--- config.mk ---
export PLATFORM = sky130hd
export DESIGN_NAME = stopwatch_ctrl
export DESIGN_NICKNAME = d
export VERILOG_FILES = /design/src/rtl/stopwatch_ctrl.sv
export SDC_FILE = /design/constraint.sdc
export NUM_CORES = 1
export LEC_CHECK = 0
export ABC_AREA = 1
export ABC_CLOCK_PERIOD_IN_PS = 4440
export CORE_ASPECT_RATIO = 0.8
export CORE_UTILIZATION = 61
export CTS_CLUSTER_DIAMETER = 40
export DETAILED_ROUTE_END_ITERATION = 10
export PLACE_DENSITY = 0.87
export SLEW_MARGIN = 10
export SYNTH_ARGS = -nofsm -noshare
export SYNTH_HDL_FRONTEND = slang
export SYNTH_SLANG_ARGS = --single-unit
--- constraint.sdc ---
create_clock -name clk -period 4.44 [get_ports clk]
set_input_delay 0.888 -clock clk [delete_from_list [all_inputs] [get_ports clk]]
set_output_delay 0.888 -clock clk [all_outputs]
set_load 0.005 [all_outputs]
--- src/rtl/stopwatch_ctrl.sv ---
// Stopwatch run/pause/clear controller: owns the 10 ms prescaler, the BCD mm:ss.cc
// counter chain and the IDLE/RUN/PAUSE/FULL sequencing driven by debounced key pulses.
module stopwatch_ctrl #(
  parameter int CLK_DIV = 500000,
  parameter int DIV_W   = 19
) (
  input  logic       clk,
  input  logic       rst,
  input  logic       key_ps_en,
  input  logic       key_rst_en,
  output logic [1:0] state,
  output logic       run,
  output logic       tick,
  output logic [7:0] cs_bcd,
  output logic [7:0] sec_bcd,
  output logic [7:0] min_bcd
);

  typedef enum logic [1:0] {
    S_IDLE  = 2'b00,
    S_RUN   = 2'b01,
    S_PAUSE = 2'b10,
    S_FULL  = 2'b11
  } state_e;

  // Digit order, LSB first: cs ones, cs tens, sec ones, sec tens, min ones, min tens.
  localparam logic [5:0][3:0] DIG_MAX  = {4'd5, 4'd9, 4'd5, 4'd9, 4'd9, 4'd9};
  localparam logic [23:0]     FULL_VAL = 24'h595999;
  localparam logic [DIV_W-1:0] DIV_LAST = DIV_W'(CLK_DIV - 1);

  state_e             state_q, state_d;
  logic [DIV_W-1:0]   div_q, div_d;
  logic [5:0][3:0]    cnt_q, cnt_d, cnt_inc;
  logic               tick_q, run_q;
  logic               wrap, at_full, inc_cy, clr;

  assign wrap = (state_q == S_RUN) && (div_q == DIV_LAST);

  // Ripple BCD increment: each digit rolls at its own limit and carries upward.
  always_comb begin
    cnt_inc = cnt_q;
    inc_cy  = 1'b1;
    for (int i = 0; i < 6; i++) begin
      if (inc_cy) begin
        if (cnt_q[i] == DIG_MAX[i]) begin
          cnt_inc[i] = 4'd0;
        end else begin
          cnt_inc[i] = cnt_q[i] + 4'd1;
          inc_cy     = 1'b0;
        end
      end
    end
  end

  assign at_full = (cnt_inc == FULL_VAL);

  always_comb begin
    state_d = state_q;
    div_d   = div_q;
    cnt_d   = cnt_q;
    clr     = 1'b0;
    case (state_q)
      S_IDLE: begin
        div_d = '0;
        if (key_ps_en) state_d = S_RUN;
      end
      S_RUN: begin
        div_d = wrap ? '0 : div_q + 1'b1;
        if (wrap) cnt_d = cnt_inc;
        // Reaching 59:59.99 takes priority over a pause on the same edge.
        if (wrap && at_full) state_d = S_FULL;
        else if (key_ps_en)  state_d = S_PAUSE;
      end
      S_PAUSE: begin
        if (key_rst_en)     clr = 1'b1;
        else if (key_ps_en) state_d = S_RUN;
      end
      S_FULL: begin
        div_d = '0;
        if (key_rst_en) clr = 1'b1;
      end
    endcase
    if (clr) begin
      state_d = S_IDLE;
      div_d   = '0;
      cnt_d   = '0;
    end
  end

  always_ff @(posedge clk) begin
    if (rst) begin
      state_q <= S_IDLE;
      div_q   <= '0;
      cnt_q   <= '0;
      tick_q  <= 1'b0;
      run_q   <= 1'b0;
    end else begin
      state_q <= state_d;
      div_q   <= div_d;
      cnt_q   <= cnt_d;
      tick_q  <= wrap;
      run_q   <= (state_d == S_RUN);
    end
  end

  assign state   = state_q;
  assign run     = run_q;
  assign tick    = tick_q;
  assign cs_bcd  = {cnt_q[1], cnt_q[0]};
  assign sec_bcd = {cnt_q[3], cnt_q[2]};
  assign min_bcd = {cnt_q[5], cnt_q[4]};

endmodule
==> results of run 1 <==
## routing by layer
| layer | share of wire, % | vias to the layer above | track usage (%) |
|---|---|---|---|
| li1 | - | 1542 | - |
| met1 | 48 | 1409 | 39.0 |
| met5 | 0 | - | 0 |
| met3 | 5.3 | 7 | 4.79 |
| met2 | 46 | 98 | 47.3 |
| met4 | 0.79 | 0 | 6.70 |
## cell families after synthesis
group	count (synthesis)	share of synthesized area, %
AND/OR/NAND/NOR	226	36.5
AO/OA/AOI/OAI	90	16.9
buffers and inverters	81	10.5
flip-flops	47	31.6
adder cells (fa/ha/maj)	7	2.94
XOR/XNOR	5	1.47
## per-stage QoR
stage / instances / instance area, um2 / total power [uW]
global route: 546 / 3410 / 835
detailed placement: 538 / 3330 / 553
finish: 546 / 3410 / 801
floorplan: 456 / 2980 / 515
CTS: 546 / 3410 / 802
global placement: 538 / 3330 / 550
## worst max-delay path, cell delays in order (launching register included)
cell,delay (ns)
dfxtp_1,0.41
inv_1,0.13
ha_1,0.24
nand3_1,0.09
nor2_1,0.13
nand2_1,0.08
nor2_2,0.08
buf_4,0.30
nand2_1,0.09
nor2_1,0.10
nand2_1,0.06
nor2_1,0.16
nand3_1,0.14
nand2_1,0.08
nand2_1,0.06
a21oi_1,0.16
nor2_1,0.05
## state kept, by name, summed over array words and instances (netlist names)
register and cells:
tick 1, run 1, cs_bcd 8, sec_bcd 8, min_bcd 8, state 2, div_q 19
## synth_stat cells (7+ instances only)
cell type / count
a21oi_1: 37
nor2_1: 45
nand4_1: 11
dfxtp_1: 47
inv_1: 55
nor2_2: 9
inv_2: 13
ha_1: 7
nor2_4: 8
o211ai_1: 7
clkbuf_1: 7
nand2_1: 100
o21ai_0: 30
nand3_1: 37
## power groups by stage
stage          Combinational [uW]  Clock [uW]  Sequential, uW
2_1_floorplan                69.0           0             446
3_3_place_gp                  102           0             448
3_5_place_dp                  105           0             448
4_1_cts                       106         258             438
5_1_grt                       119         276             440
6_report                      108         255             438
## path summary, 6_finish.rpt
path	from	to	slack, ns	depth (start not counted)
max reg2reg	state[1]$_SDFF_PP0_	run$_SDFF_PP0_	1.97	16
min reg2reg	div_q[1]$_SDFFE_PP0P_	div_q[1]$_SDFFE_PP0P_	0.50	2
max	state[1]$_SDFF_PP0_	run$_SDFF_PP0_	1.97	16
min	div_q[1]$_SDFFE_PP0P_	div_q[1]$_SDFFE_PP0P_	0.50	2
## final cells by class
| type | instances | area share [%] |
|---|---|---|
| flip-flops and latches | 47 | 27.6 |
| clock inverters | 1 | 0.147 |
| well taps | 60 | 2.20 |
| multi-input cells | 328 | 50.5 |
| repair buffers | 34 | 9.75 |
| clock buffers | 7 | 2.24 |
| inverters | 69 | 7.59 |
==> impl_metrics.toml, run 1 <==
[outcome]
status = "finished, final reports clean"

[placement]
port_buffers = 31
hpwl_um = 5000
place_ws_ns = 1.78
gp_congestion = 0.910

[logic_synthesis]
yosysTopAreaCell = "dfxtp_1"
synth_top_area_share_pct = 31.6
avgSynthCellArea_um2 = 6.52
ys_seq_area_share_pct = 31.6
synth_warnings = 0
dominantRegCellSynth = "dfxtp_1"
netlist_area_um2 = 2980
synthCells = 456
synthTopCellsByArea = "dfxtp_1 32%, nand2_1 13%, inv_1 6.9%"
ys_async_sr_fraction_pct = 0
synth_edf_count = 0
yosysUniqueCellTypes = 36
syn_nets = 467
synth-seq-cells = 47

[power]
p_leak_uw = 0.00129
seq_power_share_pct = 54.7
vdd_ir_drop_max_uv = 161
comb_power_share_pct = 13.4
p_sw_share_pct = 27.7
clockPowerShare_pct = 31.8
power.internal_uw = 579
switchingPower_uw = 222
power_density_nw_per_um2 = 235

[routing]
wl_um = 6950
via_per_inst = 5.60
drt_iter0_markers = 245
drc = 0
detail-route-antenna-nets = 0
wl_per_cell_um = 12.7
firstDrtPassIters = 4
vias = 3056

[timing]
fin_worst_skew_ns = 0.00948
fin_ws_ns = 1.97
slew_viol_final = 0
rsz0062_at_grt = "no"
post-route-min-period_ns = 2.47
relSlewSlack_pct = 52.3
worst_pin_slew_ns = 0.716
post-route-period-util_pct = 55.7
fmax_ghz = 0.405
final-hold-violation-count = 0
finalSetupViolCount = 0
tns_ns = 0
whs_ns = 0.497

[layout]
ff_latch_area_um2 = 941
mostFrequentLayoutCells = "100 x nand2_1, 55 x inv_1, 47 x dfxtp_1"
fin_nets = 496
area_growth_pct = 14.7
layout_commonest_cell = "nand2_1"
multiInputGateArea_um2 = 1720
nFillCells = 390
n_antenna_cell = 0
drive_above_1_share_pct = 11.1
final_util_pct = 73.8

[critical_path]
crit_path_start_kind = "flip-flop"
crit_fanout = 30
cp.arrival_ns = 2.66
cp.required_ns = 4.63
end_kind = "flip-flop"
crit_type = "reg2reg"

[clock_network]
cts_sinks = 47
cts_buffers = 5
insertion_delay_ns = 0.30
cts_setup_buffers = 0
cts_root_buffer = "clkbuf_8"
clk_path_buf_depth = 2
cts_resized = 0
cts_tree = "yes"
hold_buffers = 0
clkSlewWorstSetupHoldPaths_ns = 0.09
h-tree-depth = 2

[global_routing]
grt_max_degree = 31
grt_antenna_before_repair = 0
grt_usage_pct = 28.6
grt_pass1_wl_um = 11700
grt-ovfl-total = 0
grt_pass1_vias = 2624

[die]
die_h_um = 64.5
die_w_um = 80.1
io-pin-count = 32
initial_core_util_pct = 64.3
die_area_um2 = 5160
coreArea_um2 = 4620
row_count = 22

[worst_hold_path]
min_path_type = "reg2reg"

[run]
maxCapViolCount = 0
No activity file was read; power rests on OpenSTA's default activity.
==> run 2, diff against run 1 <==
Settings changed: ABC_CLOCK_PERIOD_IN_PS 4440 to 2200, CORE_UTILIZATION 61 to 51, PLACE_DENSITY 0.87 to 0.78.
Clock period 4.44 ns to 2.2 ns, I/O delays scaled along.
==> run 2 against run 1 <==
Die area rose by 19%. Critical path depth is 1 lower. Non-clock buffer count rose by 6. Routed wire length increased by 5.2%. Hold slack lost 0.012 ns. Flip-flop and latch count unchanged. Clock power grew to 3.1 times the previous value. Sequential power grew 100%. Core utilization shrank 9.2 points. Sequential share of layout area shrank 1.1 points.
==> impl_metrics.toml, run 2 (synthesis gave the netlist of run 1 again) <==
[clock_network]
clkSlewWorstSetupHoldPaths_ns = 0.09
insertion_delay_ns = 0.31
cts_sinks = 47
clk_path_buf_depth = 2
cts_buffers = 5
hold_buffers = 0
h-tree-depth = 2
cts_root_buffer = "clkbuf_8"
cts_tree = "yes"

[critical_path]
crit_type = "reg2reg"
crit_buf_inv = 1
crit_fanout = 5
critical_path.top_delay_family = "simple AND/OR/NAND/NOR gates"
cp.arrival_ns = 2.27
worstPathCellList = "ha_1 -> nand2_1 -> nor2_4 -> inv_1 -> nor2_4 -> nand2_1 -> nor2_1 -> nand2_1 -> nor2_1 -> nand3_1 -> nand2_1 -> nand2_1 -> nand2_1 -> nand2_1 -> nor2_1"
slowest_stage = "dfxtp_1"
cp.required_ns = 2.46
cp_slowest_stage_delay_ns = 0.36
crit_path_start_kind = "flip-flop"
crit_path_frequent_cell = "nand2_1"
end_kind = "flip-flop"

[layout]
n_antenna_cell = 0
multiInputGateArea_um2 = 1750
regMostFlops = "div_q"
ff_latch_area_um2 = 945
final_util_pct = 64.6
final_area_um2 = 3570
nFillCells = 490
instances_no_fill = 570
area_growth_pct = 20.0
layout_commonest_cell = "nand2_1"
fin_nets = 502
largest_register_ffs = 19
mostFrequentLayoutCells = "100 x nand2_1, 55 x inv_1, 44 x nor2_1, 44 x dfxtp_1"
drive_above_1_share_pct = 13.4

[routing]
drc = 0
drt_iter0_markers = 187
wl_um = 7310
detail-route-antenna-nets = 0
wl_per_cell_um = 12.8
via_per_inst = 5.26
vias = 2996
firstDrtPassIters = 4

[timing]
post-route-min-period_ns = 2.02
post-route-period-util_pct = 91.6
worst_pin_slew_ns = 0.357
whs_ns = 0.485
fmax_ghz = 0.496
fin_worst_skew_ns = 0.00348
finalSetupViolCount = 0
slew_viol_final = 0
rsz0062_at_grt = "no"
relSlewSlack_pct = 76.1
tns_ns = 0
final-hold-violation-count = 0

[global_routing]
grt_usage_pct = 26.1
grt_antenna_before_repair = 0
grt_pass1_wl_um = 12700
grt_pass1_vias = 2759
grt_max_degree = 20
grt-ovfl-total = 0

[outcome]
status = "finished, final reports clean"

[power]
vdd_ir_drop_max_uv = 328
p_leak_uw = 0.00135
power_density_nw_per_um2 = 529

[die]
coreArea_um2 = 5530
initial_core_util_pct = 53.8
io-pin-count = 32
row_count = 24
die_w_um = 87.4
die_area_um2 = 6150
die_h_um = 70.3

[placement]
gp_congestion = 0.896
dpl_cell_area_um2 = 3400
placedCellCount = 562
hpwl_um = 5310
port_buffers = 31

[run]
maxCapViolCount = 0

[worst_hold_path]
min_path_type = "reg2reg"
==> run 2: worst paths after layout <==
check,startpoint,endpoint,slack [ns],cells after the start
worst min-delay path,div_q[1]$_SDFFE_PP0P_,div_q[1]$_SDFFE_PP0P_,0.49,2
worst max-delay path,div_q[1]$_SDFFE_PP0P_,run$_SDFF_PP0_,0.18,15
worst max register to register,div_q[1]$_SDFFE_PP0P_,run$_SDFF_PP0_,0.18,15
worst min register to register,div_q[1]$_SDFFE_PP0P_,div_q[1]$_SDFFE_PP0P_,0.49,2
==> run 2: final cells by class <==
cell class | count | share of cell area (%)
clock buffers | 5 | 1.93
clock inverters | 3 | 1.89
inverters | 69 | 7.26
multi-input cells | 328 | 49.1
flip-flops and latches | 47 | 26.5
well taps | 78 | 2.73
repair buffers | 40 | 10.6
==> run 2: through the flow <==
stage / total power (uW) / worst slack [ns]
after detailed placement: 1120 / 0.0587
after CTS: 1890 / 0.0178
after global placement: 1110 / 0.158
after global routing: 1960 / 0.0167
final: 1890 / 0.184
after floorplan: 1040 / 0.402
==> run 2: worst register-to-register path, stage by stage, from the launching register on <==
cell and delay, ns:
dfxtp_1 0.36, ha_1 0.20, nand2_1 0.11, nor2_4 0.18
inv_1 0.10, nor2_4 0.20, nand2_1 0.07, nor2_1 0.10
nand2_1 0.05, nor2_1 0.09, nand3_1 0.11, nand2_1 0.08
nand2_1 0.04, nand2_1 0.06, nand2_1 0.09, nor2_1 0.11
==> run 2: timing repair <==
| action | CTS | global route |
|---|---|---|
| buffers inserted | 0 | 0 |
| endpoints found under the setup margin | 0 | 10 |
| resized for setup | 0 | 9 |
==> run 2: layer usage <==
layer  GRT usage [%]  part of all wire, %  wire length, um  up-vias
li1                -                    -                -     1558
met1            37.4                   52             3800     1360
met2            39.4                   42             3070       71
met3            4.49                  4.8              352        7
met4            8.74                  1.1               81        0
met5               0                    0                0        -
==> run 2: power by group <==
group / leakage, uW / internal, uW / switching (uW)
Sequential: 0.000380 / 867 / 13.7
Combinational: 0.000901 / 81.0 / 147
Clock: 0.0000644 / 453 / 327
==> edit: new RTL, config.mk and constraints of run 2 <==
Change the parameter `DIV_W` from 19 to 23.
--- a/src/rtl/stopwatch_ctrl.sv
+++ b/src/rtl/stopwatch_ctrl.sv
@@ -4,3 +4,3 @@
   parameter int CLK_DIV = 500000,
-  parameter int DIV_W   = 19
+  parameter int DIV_W   = 23
 ) (
Formal check against the unedited RTL: no difference found for any inputs over 10 cycles, from zero or initial values and one cycle with rst high; that may be too few to reach the edited logic, so the function may still have changed.
==> edit against run 2 <==
- fmax fell by 2.0%
- power fell by 7.4%
- sequential share of layout area rose by 0.82 points
- cell area rose by 5.6%
- sequential cell count rose by 4
- clock power fell by 31%
- routed wire length rose by 4.5%
- worst setup slack got worse by 42 ps
- first-iteration DRC count rose by 41%
- count of clock-buffer cells in the layout rose by 2
- area after synthesis rose by 6.6%
- highest routed layer unchanged
==> edit: results (changes against run 2) <==
\begin{tabular}{lr}
\hline
Metric & Value \\
\hline
\multicolumn{2}{l}{\textbf{Final layout}} \\
\quad Post-route non-filler standard cell count & 615 (was 570) \\
\quad Layout filler cell count & 533 (was 490) \\
\quad Seq area share & 27.3\% (was 26.5\%) \\
\quad Share of the final layout cell area in multi-input gates & 48.9\% (was 49.1\%) \\
\quad Post-layout nets & 544 (was 502) \\
\quad Number of flip-flops in the largest register & 23 (was 19) \\
\quad Final standard cell utilization of the core & 63.4\% (was 64.6\%) \\
\quad Clock network area share & 2.16\% (was 3.82\%) \\
\quad Clock Buffer Count & 7 (was 5) \\
\quad Count of plain and timing-repair buffers in the layout & 47 (was 40) \\
\quad Proportion of layout cells with a drive suffix above 1 & 12.2\% (was 13.4\%) \\
\quad Final non-clock buffer share & 11.4\% (was 10.6\%) \\
\multicolumn{2}{l}{\textbf{Place}} \\
\quad Post-DP Area & 0.00360 sq mm (was 0.00340 sq mm) \\
\quad HPWL after DPL & 5450 um (was 5310 um) \\
\quad Post-placement worst setup slack & 123 ps (was 58.7 ps) \\
\quad Routability congestion estimate & 0.897 (was 0.896) \\
\quad Total instance count after detailed placement & 600 (was 562) \\
\multicolumn{2}{l}{\textbf{GRT}} \\
\quad Number of global-route vias before repair & 2794 (was 2759) \\
\quad Largest net degree at the start of global routing & 25 (was 20) \\
\quad Total routing usage reported by global routing & 23.7\% (was 26.1\%) \\
\multicolumn{2}{l}{\textbf{Synthesis}} \\
\quad Fraction of the yosys area taken by sequential cells & 32.2\% (was 31.6\%) \\
\quad Mean post-synth cell area & 6.48 sq um (was 6.52 sq um) \\
\quad Number of distinct library cells after synthesis & 38 (was 36) \\
\quad Leading cell types by total area after synthesis & sky130\_fd\_sc\_hd\_\_dfxtp\_1, sky130\_fd\_sc\_hd\_\_nand2\_1, sky130\_fd\_sc\_hd\_\_inv\_1 (unchanged) \\
\quad Commonest cells post-synth & sky130\_fd\_sc\_hd\_\_nand2\_1, sky130\_fd\_sc\_hd\_\_inv\_1, sky130\_fd\_sc\_hd\_\_dfxtp\_1 (unchanged) \\
\quad Cell count after synthesis & 489 (was 456) \\
\quad Register bit total from synthesis & 51 (was 47) \\
\quad Mapped Nets & 500 (was 467) \\
\multicolumn{2}{l}{\textbf{Timing}} \\
\quad Layout Skew & 6.48 ps (was 3.48 ps) \\
\quad Upper clock frequency limit & 486 MHz (was 496 MHz) \\
\quad Worst hold margin & 488 ps (was 485 ps) \\
\quad Transition at the pin with the smallest max-transition slack & 437 ps (was 357 ps) \\
\multicolumn{2}{l}{\textbf{Worst setup path}} \\
\quad Max Fanout on Critical Path & 6 (was 5) \\
\multicolumn{2}{l}{\textbf{Status}} \\
\quad Run status & completed (unchanged) \\
\multicolumn{2}{l}{\textbf{Drt}} \\
\quad Mean routed wirelength per cell & 12.4 um (was 12.8 um) \\
\multicolumn{2}{l}{\textbf{Power}} \\
\quad Leakage dissipation & 1.43 nW (was 1.35 nW) \\
\quad Worst-case vdd ir drop & 358 uV (was 328 uV) \\
\hline
\end{tabular}
edit: cell count changes in the layout (fill, tap and decap cells not counted), moves of 6 or more:
cell                      change
sky130_fd_sc_hd__nor2_1       -6
sky130_fd_sc_hd__o21ai_0     +18
sky130_fd_sc_hd__nand2_1     +14
sky130_fd_sc_hd__a21oi_1      +7
sky130_fd_sc_hd__nand3_1      -8
sky130_fd_sc_hd__buf_4        +7
sky130_fd_sc_hd__inv_1       +12
sky130_fd_sc_hd__nor3_1       +9
sky130_fd_sc_hd__nor2_4       -6
sky130_fd_sc_hd__inv_2        -7
edit: critical path, cell delays in order (launching register included):
cell and delay [ps]:
sky130_fd_sc_hd__dfxtp_1 460, sky130_fd_sc_hd__nand2_1 150, sky130_fd_sc_hd__nor2_4 210, sky130_fd_sc_hd__nand3_4 140, sky130_fd_sc_hd__inv_1 110, sky130_fd_sc_hd__o21ai_0 140
sky130_fd_sc_hd__nor2_1 120, sky130_fd_sc_hd__nand2_1 110, sky130_fd_sc_hd__nor2_2 90, sky130_fd_sc_hd__nand3_1 100, sky130_fd_sc_hd__nand2_1 80, sky130_fd_sc_hd__nand2_1 60
sky130_fd_sc_hd__a21oi_1 140, sky130_fd_sc_hd__nor2_1 50
edit: cell families (layout without fill, tap and decap cells):
| kind of cell | Yosys count | in the layout | synth area share (%) |
|---|---|---|---|
| AOI/OAI and AO/OA | 109 | 109 | 18.5 |
| xor gates and xnor gates | 6 | 6 | 1.66 |
| adders and majority gates | 7 | 7 | 2.76 |
| buffers and inverters | 86 | 131 | 10.5 |
| DFF | 51 | 51 | 32.2 |
| and+or+nand+nor | 230 | 230 | 34.3 |
edit: power breakdown:
| group | internal (mW) | leakage [nW] | switching [mW] |
|---|---|---|---|
| clock network | 0.224 | 0.0422 | 0.312 |
| logic | 0.0881 | 0.969 | 0.163 |
| registers | 0.941 | 0.414 | 0.0195 |
edit: layer usage:
metal	part of all wire, %	GRT usage, %	wire length, um
met5	0	0	0
met1	51	33.7	3880
met3	5.0	3.88	378
met4	0.90	7.35	69
met2	43	37.2	3300
edit: path summary, 6_finish.rpt:
path | start | endpoint | cells past startpoint
setup / recovery | sec_bcd[3]$_SDFFE_PP0P_ | run$_SDFF_PP0_ | 13
hold / removal | div_q[12]$_SDFFE_PP0P_ | div_q[12]$_SDFFE_PP0P_ | 2
setup reg to reg | sec_bcd[3]$_SDFFE_PP0P_ | run$_SDFF_PP0_ | 13
hold reg to reg | div_q[12]$_SDFFE_PP0P_ | div_q[12]$_SDFFE_PP0P_ | 2
edit: repair_timing:
item	CTS	global route
resized for setup	0	13
setup endpoints to repair	0	12
buffers inserted	0	7
